## src/rtl/uart_tx_arbiter.sv

```systemverilog
// rtl/uart_tx_arbiter.sv - round-robin, packet-granular arbiter sharing one UART transmitter
// Optional stall release in LOAD is enabled by defining ARB_TIMEOUT_EN.
module uart_tx_arbiter #(
    parameter int N_REQ          = 2,
    parameter int TIMEOUT_CYCLES = 1024
) (
    input  logic               clk,
    input  logic               rst,
    input  logic [N_REQ-1:0]   req_valid,
    input  logic [8*N_REQ-1:0] req_data,
    input  logic [N_REQ-1:0]   req_last,
    output logic [N_REQ-1:0]   req_ready,
    output logic [N_REQ-1:0]   grant,
    output logic [7:0]         tx_data,
    output logic               tx_start,
    input  logic               tx_busy,
    output logic               timeout
);

    localparam int PW = (N_REQ > 1) ? $clog2(N_REQ) : 1;

    localparam logic [2:0] S_IDLE     = 3'd0;
    localparam logic [2:0] S_LOAD     = 3'd1;
    localparam logic [2:0] S_START    = 3'd2;
    localparam logic [2:0] S_WAIT_ACC = 3'd3;
    localparam logic [2:0] S_DRAIN    = 3'd4;

    logic [2:0]       state_q, state_d;
    logic [N_REQ-1:0] grant_q, grant_d;
    logic [PW-1:0]    gidx_q, gidx_d;
    logic [PW-1:0]    ptr_q, ptr_d;
    logic [7:0]       tx_data_q, tx_data_d;
    logic             last_q, last_d;

    logic [7:0]       req_byte [N_REQ];
    logic             found;
    logic [PW-1:0]    pick;
    logic [PW-1:0]    scan_idx;

    for (genvar gi = 0; gi < N_REQ; gi++) begin : g_unpack
        assign req_byte[gi] = req_data[8*gi +: 8];
    end

    // Scan ptr+1, ptr+2, ... so the last owner has the lowest priority next round.
    always_comb begin
        found    = 1'b0;
        pick     = '0;
        scan_idx = '0;
        for (int k = 1; k <= N_REQ; k++) begin
            scan_idx = PW'((int'(ptr_q) + k) % N_REQ);
            if (!found && req_valid[scan_idx]) begin
                found = 1'b1;
                pick  = scan_idx;
            end
        end
    end

`ifdef ARB_TIMEOUT_EN
    localparam int SW = $clog2(TIMEOUT_CYCLES + 1);

    logic [SW-1:0] stall_q, stall_d;
    logic          timeout_q, timeout_d;
`endif

    always_comb begin
        state_d   = state_q;
        grant_d   = grant_q;
        gidx_d    = gidx_q;
        ptr_d     = ptr_q;
        tx_data_d = tx_data_q;
        last_d    = last_q;
        req_ready = '0;
`ifdef ARB_TIMEOUT_EN
        stall_d   = '0;
        timeout_d = 1'b0;
`endif
        case (state_q)
            S_IDLE: begin
                if (!tx_busy && found) begin
                    grant_d       = '0;
                    grant_d[pick] = 1'b1;
                    gidx_d        = pick;
                    state_d       = S_LOAD;
                end
            end
            S_LOAD: begin
                req_ready[gidx_q] = req_valid[gidx_q];
                if (req_valid[gidx_q]) begin
                    tx_data_d = req_byte[gidx_q];
                    last_d    = req_last[gidx_q];
                    state_d   = S_START;
                end
`ifdef ARB_TIMEOUT_EN
                // The stall that would bring the count to TIMEOUT_CYCLES releases the grant.
                else if (stall_q == SW'(TIMEOUT_CYCLES - 1)) begin
                    grant_d   = '0;
                    ptr_d     = gidx_q;
                    timeout_d = 1'b1;
                    state_d   = S_IDLE;
                end else begin
                    stall_d = stall_q + 1'b1;
                end
`endif
            end
            S_START: begin
                state_d = S_WAIT_ACC;
            end
            S_WAIT_ACC: begin
                if (tx_busy) begin
                    state_d = S_DRAIN;
                end
            end
            S_DRAIN: begin
                if (!tx_busy) begin
                    if (last_q) begin
                        grant_d = '0;
                        ptr_d   = gidx_q;
                        state_d = S_IDLE;
                    end else begin
                        state_d = S_LOAD;
                    end
                end
            end
            default: begin
                grant_d = '0;
                state_d = S_IDLE;
            end
        endcase
    end

    always_ff @(posedge clk or posedge rst) begin
        if (rst) begin
            state_q   <= S_IDLE;
            grant_q   <= '0;
            gidx_q    <= '0;
            ptr_q     <= PW'(N_REQ - 1);
            tx_data_q <= 8'h00;
            last_q    <= 1'b0;
        end else begin
            state_q   <= state_d;
            grant_q   <= grant_d;
            gidx_q    <= gidx_d;
            ptr_q     <= ptr_d;
            tx_data_q <= tx_data_d;
            last_q    <= last_d;
        end
    end

`ifdef ARB_TIMEOUT_EN
    always_ff @(posedge clk or posedge rst) begin
        if (rst) begin
            stall_q   <= '0;
            timeout_q <= 1'b0;
        end else begin
            stall_q   <= stall_d;
            timeout_q <= timeout_d;
        end
    end

    assign timeout = timeout_q;
`else
    assign timeout = 1'b0;
`endif

    assign grant    = grant_q;
    assign tx_data  = tx_data_q;
    assign tx_start = (state_q == S_START);

endmodule
```

## config.mk

```make
export PLATFORM = sky130hd
export DESIGN_NAME = uart_tx_arbiter
export DESIGN_NICKNAME = d
export VERILOG_FILES = /design/src/rtl/uart_tx_arbiter.sv
export SDC_FILE = /design/constraint.sdc
export NUM_CORES = 1
export LEC_CHECK = 0
export BUFFER_PORTS_ARGS = -buffer_cell sky130_fd_sc_hd__buf_2
export CELL_PAD_IN_SITES_DETAIL_PLACEMENT = 0
export CELL_PAD_IN_SITES_GLOBAL_PLACEMENT = 1
export CORE_MARGIN = 5
export CORE_UTILIZATION = 37
export CTS_CLUSTER_SIZE = 12
export DETAILED_ROUTE_END_ITERATION = 7
export PLACE_DENSITY = 0.8
export SETUP_SLACK_MARGIN = 0.05
export SYNTH_ARGS = -nofsm -noshare
export SYNTH_HDL_FRONTEND = slang
export SYNTH_SLANG_ARGS = --single-unit
```

## constraint.sdc

```tcl
create_clock -name clk -period 2.9 [get_ports clk]
set_input_delay 0.29 -clock clk [delete_from_list [all_inputs] [get_ports clk]]
set_output_delay 0.29 -clock clk [all_outputs]
set_load 0.02 [all_outputs]
```

==> results by stage, run 1 <==
Outcome:
- The flow ran to the end, and the final reports show no timing, DRC or antenna violations.

Synth:
- The main flop type after synthesis is sky130_fd_sc_hd__dfrtp_1.
- For this run, the register share of the synthesized area comes to 44.0%.
- The count of state elements after synthesis is 16.
- The mapped cell area is 912 µm².
- Counting flops with a built-in enable in the synthesized netlist gives 0.
- The number of different library cells used by synthesis comes to 34.
- The mean post-synth cell area is 9.91 µm².
- Of all flip-flops after synthesis, the portion carrying an async set or reset was 100%.
- During synthesis, Yosys emitted a total of 0 warnings.
- Synthesis produced 92 cells.
- The net count after synthesis is 115.

Floorplanning:
- In this run the standard cell core region covers 2410 µm².
- The initial standard-cell utilization of the core is 37.9%.
- The number of top-level pins is 37.
- The height of the die is 59.7 µm.
- The initialized floorplan defines 18 standard-cell rows.
- The die is 59.7 µm wide.
- The die covers 3560 µm².

CTS:
- The later-pin clock latency in the skew report is 0.28 ns.
- The number of buffers added by the clock tree synthesis step is 3.
- The clock transition at the register clock pins on the worst setup and hold paths after CTS is 0.10 ns.
- The CTS root buffer is sky130_fd_sc_hd__clkbuf_4.
- The level count of the clock H-tree is 1.
- The worst-case clock buffer depth is 2.
- TritonCTS built the clock tree.
- The clock drives 16 sinks.
- In this run, post-CTS repair resized a total of 0 instances.
- The number of hold buffers added after CTS was 0.
- The buffer count from post-CTS setup fixing is 0.

STA:
- Clock skew on the completed layout was measured at 0.00939 ns.
- Static timing analysis puts the maximum clock frequency at 492 MHz.
- The hold violation total from the final report is 0.
- Across all setup checks in the final design, the least slack found is 0.866 ns.
- The final setup violation count is 0.
- After layout, the minimum clock period comes to 2.03 ns.
- The worst pin sits at a relative slew slack of 53.4%.
- The pin slew with the least headroom to its limit is 0.698 ns.
- Setup repair after global routing left no endpoint under its margin.
- Hold timing on the final database bottoms out at a slack of 0.0696 ns.
- The max-slew violation total from the final report is 0.
- Setup total negative slack on the finished layout was measured at 0 ns.
- The share of the clock period used by the worst path is 70.2%.

Placed design:
- OpenSTA, run right after detailed placement, puts the worst setup slack at 1.09 ns.
- Port buffering added 35 buffers.
- Including well taps, the total number of placed cells is 150.
- At the end of routability-driven placement, the weighted congestion stood at 0.786.

Detailed routing:
- In this run the remaining antenna-violating nets after routing total 0.
- After detailed routing, the number of vias per cell comes to 4.89.
- For this block, the routed nets add up to 1970 µm of wire.
- The detail-routed net length per standard cell is 12.8 µm.
- Before antenna repair, the detailed router went through 5 iterations.
- After detailed routing, the number of remaining DRC violations is 0.
- In this run, the number of DRC markers left after iteration 0 of detailed routing was 20.
- Detailed routing inserted a total of 753 vias.

Power and ir drop:
- The switching power summed over all nets is 0.527 mW.
- IR analysis of the VDD net gives a maximum drop of 495 µV.
- The cell-internal power is 0.662 mW.
- The post-layout total power is 1.19 mW.
- In this run, the clock network consumes 12.2% of the power.
- The fraction of power spent switching nets is 44.3%.
- The combinational cell fraction of total power is 47.1%.
- In this run the power density over the cells is 1070 nW/µm².
- Per report_power, the sequential group accounts for 40.7% of the total.
- Summed over all cells, the static leakage comes to 0.543 nW.

Worst setup path:
- The register-to-register setup slack is 1.09 ns.
- The launching element type of the critical path is a flip-flop.
- The setup path with the least slack is of type flip-flop to output port.
- In this run the worst path has a maximum fanout of 12.
- STA classifies the critical path endpoint as an output port.
- The number of cell instances on the worst register-to-register path is 4.
- The arrival time at the worst endpoint is 1.74 ns.
- The critical path required time is 2.61 ns.

Global route:
- For this run, the total global-route usage over all layers was measured as 11.5%.
- The initial antenna violation count is 0.
- The wire length of the first global-routing pass is 3160 µm.
- Global routing finished with a remaining overflow of 0.
- Entering global routing, the biggest net connects 19 pins.
- The via count of the first global-routing pass is 707.

Hold path:
- The path category of the worst min-delay check is input port to async pin.

Cells and area:
- The total number of nets in the final design is 148.
- The final-layout fill cell count is 241.
- The filler-free cell count of the finished design is 154.
- The area growth from synthesis to layout is 22.2%.
- The fraction of final layout cells with drive strength greater than 1 is 37.9%.
- The antenna diode count is 0.

Flow run:
- The max capacitance violation total is 0.
-- metrics by stage --
step / cell area (µm²) / utilization [%]
after floorplan: 912 / -
after global placement: 1080 / 44.8
after detailed placement: 1080 / 44.8
after CTS: 1110 / 46.3
after global routing: 1110 / 46.3
final: 1110 / 46.3
-- worst max-delay path, cell delays in order, from the launching register on --
cell	delay, ns
sky130_fd_sc_hd__dfrtp_1	0.58
sky130_fd_sc_hd__or3b_4	0.48
sky130_fd_sc_hd__nor3b_1	0.20
sky130_fd_sc_hd__buf_2	0.20
-- Yosys cell counts, types with 2 or more instances --
master / number / share of area, %
sky130_fd_sc_hd__a21oi_1: 10 / 5.5
sky130_fd_sc_hd__buf_2: 4 / 2.2
sky130_fd_sc_hd__buf_4: 2 / 1.6
sky130_fd_sc_hd__dfrtp_1: 15 / 41
sky130_fd_sc_hd__mux2i_1: 9 / 9.9
sky130_fd_sc_hd__nand2_1: 6 / 2.5
sky130_fd_sc_hd__nand3_1: 2 / 1.1
sky130_fd_sc_hd__nor2_1: 15 / 6.2
sky130_fd_sc_hd__nor3b_1: 3 / 2.5
sky130_fd_sc_hd__o21ai_0: 2 / 1.1
-- cells by family (layout without fill, tap and decap cells) --
kind of cell | after synthesis | count (layout) | synth area share [%]
other | 1 | 1 | 0.411
muxes | 11 | 11 | 13.6
DFF | 16 | 16 | 44.0
and+or+nand+nor | 35 | 35 | 22.1
buffers and inverters | 8 | 40 | 5.49
AOI/OAI and AO/OA | 21 | 21 | 14.4
-- final cells by class --
class | instances | area (µm²) | share of cell area [%]
multi-input combinational | 68 | 460 | 41.3
inverter | 1 | 3.75 | 0.337
tap | 30 | 37.5 | 3.37
sequential | 16 | 402 | 36.0
timing repair buffer | 35 | 175 | 15.7
clock buffer | 4 | 36.3 | 3.25
-- final timing paths --
| path | start | end |
|---|---|---|
| setup / recovery | state_q[0] | req_ready[0] |
| min in group clk | req_data[3] | tx_data[3] |
| setup reg to reg | gidx_q | state_q[0] |
| hold reg to reg | grant[1] | grant[1] |
| max in group asynchronous | rst | grant[1] |
| hold / removal | rst | state_q[2] |
-- routing by layer --
metal  wire [µm]  part of all wire, %  vias to the layer above  track usage [%]
met5           0                    0                        -                0
met4           0                    0                        0             2.85
met3         162                  8.2                        0             3.67
met2         945                   48                       24             18.8
met1         859                   44                      345             14.7
li1            -                    -                      384                -
-- flip-flops by register name, summed over array words and instances (netlist names) --
| signal | count |
|---|---|
| tx_data | 8 |
| ptr_q | 1 |
| grant | 2 |
| state_q | 3 |
| gidx_q | 1 |
| last_q | 1 |
-- power groups by stage --
stage | Combinational [mW] | Sequential (mW) | Clock, mW
6_report | 0.560 | 0.485 | 0.145
2_1_floorplan | 0.444 | 0.478 | 0
3_5_place_dp | 0.565 | 0.486 | 0
3_3_place_gp | 0.552 | 0.479 | 0
4_1_cts | 0.567 | 0.484 | 0.150
5_1_grt | 0.611 | 0.505 | 0.160
-- cell usage in the layout (no fill, tap or decap), types with 2 or more instances in the layout --
| cell type | count |
|---|---|
| sky130_fd_sc_hd__o21ai_0 | 2 |
| sky130_fd_sc_hd__nor2_1 | 15 |
| sky130_fd_sc_hd__nor3b_1 | 3 |
| sky130_fd_sc_hd__nand3_1 | 2 |
| sky130_fd_sc_hd__a21oi_1 | 10 |
| sky130_fd_sc_hd__mux2i_1 | 9 |
| sky130_fd_sc_hd__buf_2 | 35 |
| sky130_fd_sc_hd__dfrtp_1 | 15 |
| sky130_fd_sc_hd__nand2_1 | 6 |
| sky130_fd_sc_hd__clkbuf_4 | 3 |
(Power assumes the default switching activity.)
==> run 2: changes to the inputs <==
CORE_UTILIZATION = 34   (was 37)
PLACE_DENSITY = 0.75   (was 0.8)
clock period = 2.1 ns   (was 2.9 ns; I/O delays follow)
==> run 2 against run 1 <==
Register-to-register slack lost 0.54 ns; the run now ends with hold timing left; largest cell class unchanged; sequential share of layout area shrank 0.24 points; clock power is 42% higher; total power up 39%; die area increased by 7.3%; wire length rose by 1.6%; critical endpoint unchanged; final cell count up 0.65%; core utilization shrank 1.8 points.
==> results by stage, run 2 (synthesized netlist as in run 1, its figures left out) <==
Outcome:
- The run finished, with violations left.
- The checks that failed: hold timing.

Cells and area:
- The number of antenna diodes in the final layout is 0.
- The area growth from synthesis to layout is 23.0%.
- The number of flip-flops under the largest register name is 8.
- The final instance area is 1120 µm².
- The fraction of final layout cells with drive strength greater than 1 is 38.4%.
- In the layout the commonest cells are 35 x sky130_fd_sc_hd__buf_2, 15 x sky130_fd_sc_hd__nor2_1, 15 x sky130_fd_sc_hd__dfrtp_1.
- The final layout contains 149 nets.
- Leaving out fill and tap cells, the most frequent cell in the layout is sky130_fd_sc_hd__buf_2.

Hold path:
- The worst hold path belongs to the class input port to async pin.

CTS:
- The CTS root buffer is sky130_fd_sc_hd__clkbuf_4.
- The clock transition at the register clock pins on the worst setup and hold paths after CTS is 0.10 ns.
- The later-pin clock latency in the skew report is 0.28 ns.
- CTS built an H-tree with a depth of 1.
- Clock tree synthesis inserted a total of 3 buffers.
- The worst-case clock buffer depth is 2.
- For this design, the sink count on the clock tree is 16.
- TritonCTS built the clock tree.
- The hold buffer count at CTS is 0.
- The total of cells resized after clock tree synthesis is 0.
- The buffer count from post-CTS setup fixing is 0.

STA:
- Clock skew on the completed layout was measured at 0.000942 ns.
- The hold slack is -0.0185 ns.
- Adding up every negative setup slack in the final design gives 0 ns.
- The max-slew violation total from the final report is 0.
- Setup violations remaining at the end of the flow were counted as 0.
- Setup repair after global routing left no endpoint under its margin.
- The hold violation total from the final report came to 15.
- The worst path in the final design needs a cycle of 1.95 ns, including I/O delays and setup.
- Dividing the final minimum period by the clock period gives 92.9%.
- The final setup slack of the worst path is 0.150 ns.
- The worst slew margin relative to its limit is 59.0%.
- The pin slew with the least headroom to its limit is 0.614 ns.
- The fmax is 513 MHz.

Placed design:
- The number of buffer cells added on primary ports is 35.
- After detailed placement, the total cell area comes to 1090 µm².
- Prior to clock tree synthesis, the placed netlist has a worst setup slack of 0.472 ns.
- The total half-perimeter wirelength after legalization and detailed placement is 1510 µm.
- The placer's final routability congestion estimate is 0.765.

Floorplanning:
- The floorplan step defined a die boundary enclosing 3820 µm².
- The height of the die is 61.8 µm.
- The region available for standard cell placement spans 2520 µm².
- After floorplanning, the core was divided into 18 placement rows.
- The number of top-level pins is 37.
- The initial standard-cell utilization of the core is 36.2%.
- The die width is 61.8 µm.

Worst setup path:
- The critical path goes through or3b_4 > nor3b_1 > buf_2.
- Among all stages on the critical path, the largest delay is contributed by sky130_fd_sc_hd__dfrtp_1.
- The launching element type of the critical path is a flip-flop.
- The buffering stage count on the worst path with inverters included is 1.
- On the worst path, the slowest cell contributes a delay of 0.58 ns.
- Data on the critical path is required at its endpoint by 1.89 ns.
- The category of the worst setup path capture point is an output port.
- In this design, the largest share of critical-path delay is due to simple AND/OR/NAND/NOR gates.
- The startpoint-to-endpoint class of the critical path is flip-flop to output port.
- The critical-path maximum fanout is 12.
- Data arrives at the worst endpoint at 1.74 ns.

Detailed routing:
- The number of detailed-route iterations in the first pass is 4.
- The remaining antenna violation count is 0.
- Wires add up to 2000 µm.
- Dividing the detail-routed wire length by the instance count gives 12.9 µm.
- For this block, the initial DRC count from the detailed router was 12.
- The via count is 769.
- For this run, design rule violations remaining after detail routing come to 0.
- The vias per cell is 4.96.

Power and ir drop:
- The share of total power in sequential cells is 37.0%.
- The share of power burned in the clock network is 12.5%.
- The combinational cell fraction of total power is 50.6%.
- The power per cell area is 1470 nW/µm².
- In this run switching power makes up 44.1% of total power.
- The leakage component of the power is 0.548 nW.
- The maximum resistive drop on vdd is 643 µV.
- Total power for the finished layout comes to 1.66 mW.
- Summed over all nets, the switching power comes to 0.730 mW.
- The cell-internal power is 0.925 mW.

Flow run:
- The max capacitance violation total is 0.

Global route:
- The all-layer global routing usage is 11.9%.
- Entering global routing, the biggest net connects 19 pins.
- The via count of the first global-routing pass is 777.
- The initial antenna violation count is 0.
- For this run the aggregate overflow at the end of global routing stands at 0.
- The first global-routing pass estimated 3380 µm of wire.
[run 2: cell count changes in the layout (fill, tap and decap cells not counted)]
cell                    delta
sky130_fd_sc_hd__buf_4     +1
[run 2: power by group through the flow]
stage	clock (mW)	sequential (mW)	combinational, mW
2_1_floorplan	0	0.661	0.613
3_3_place_gp	0	0.612	0.837
5_1_grt	0.227	0.645	0.937
6_report	0.206	0.612	0.837
3_5_place_dp	0	0.621	0.848
4_1_cts	0.214	0.613	0.852
[run 2: final cells by class]
class,count,area [µm²]
clock buffer,4,36.3
fill,277,1400
inverter,1,3.75
multi-input combinational,68,460
sequential,16,402
tap,30,37.5
timing repair buffer,36,183
[run 2: path summary, 6_finish.rpt]
path | from | end | slack, ns | cells past startpoint
max | state_q[0] | req_ready[0] | 0.15 | 3
min | rst | grant[0] | -0.02 | 2
max reg2reg | state_q[0] | tx_data[5] | 0.55 | 4
min reg2reg | grant[1] | grant[1] | 0.52 | 2
max in group asynchronous | rst | last_q | 1.72 | 2
min in group clk | req_data[6] | tx_data[6] | 0.21 | 3
[run 2: metal layers]
metal / part of all wire, % / up-vias / global-route usage [%]
met1: 47 / 358 / 16.3
met2: 47 / 20 / 18.8
met5: 0 / - / 0
met3: 5.3 / 2 / 0.620
li1: - / 389 / -
met4: 1.4 / 0 / 6.36
[run 2: through the flow]
stage                     hold slack (ns)  utilization (%)  std cells
after floorplan                     0.123                -         92
after global placement              0.319             43.1        151
after detailed placement            0.319             43.1        151
after CTS                        0.000915             44.5        155
after global routing               0.0383             44.5        155
final                             -0.0185             44.5        155
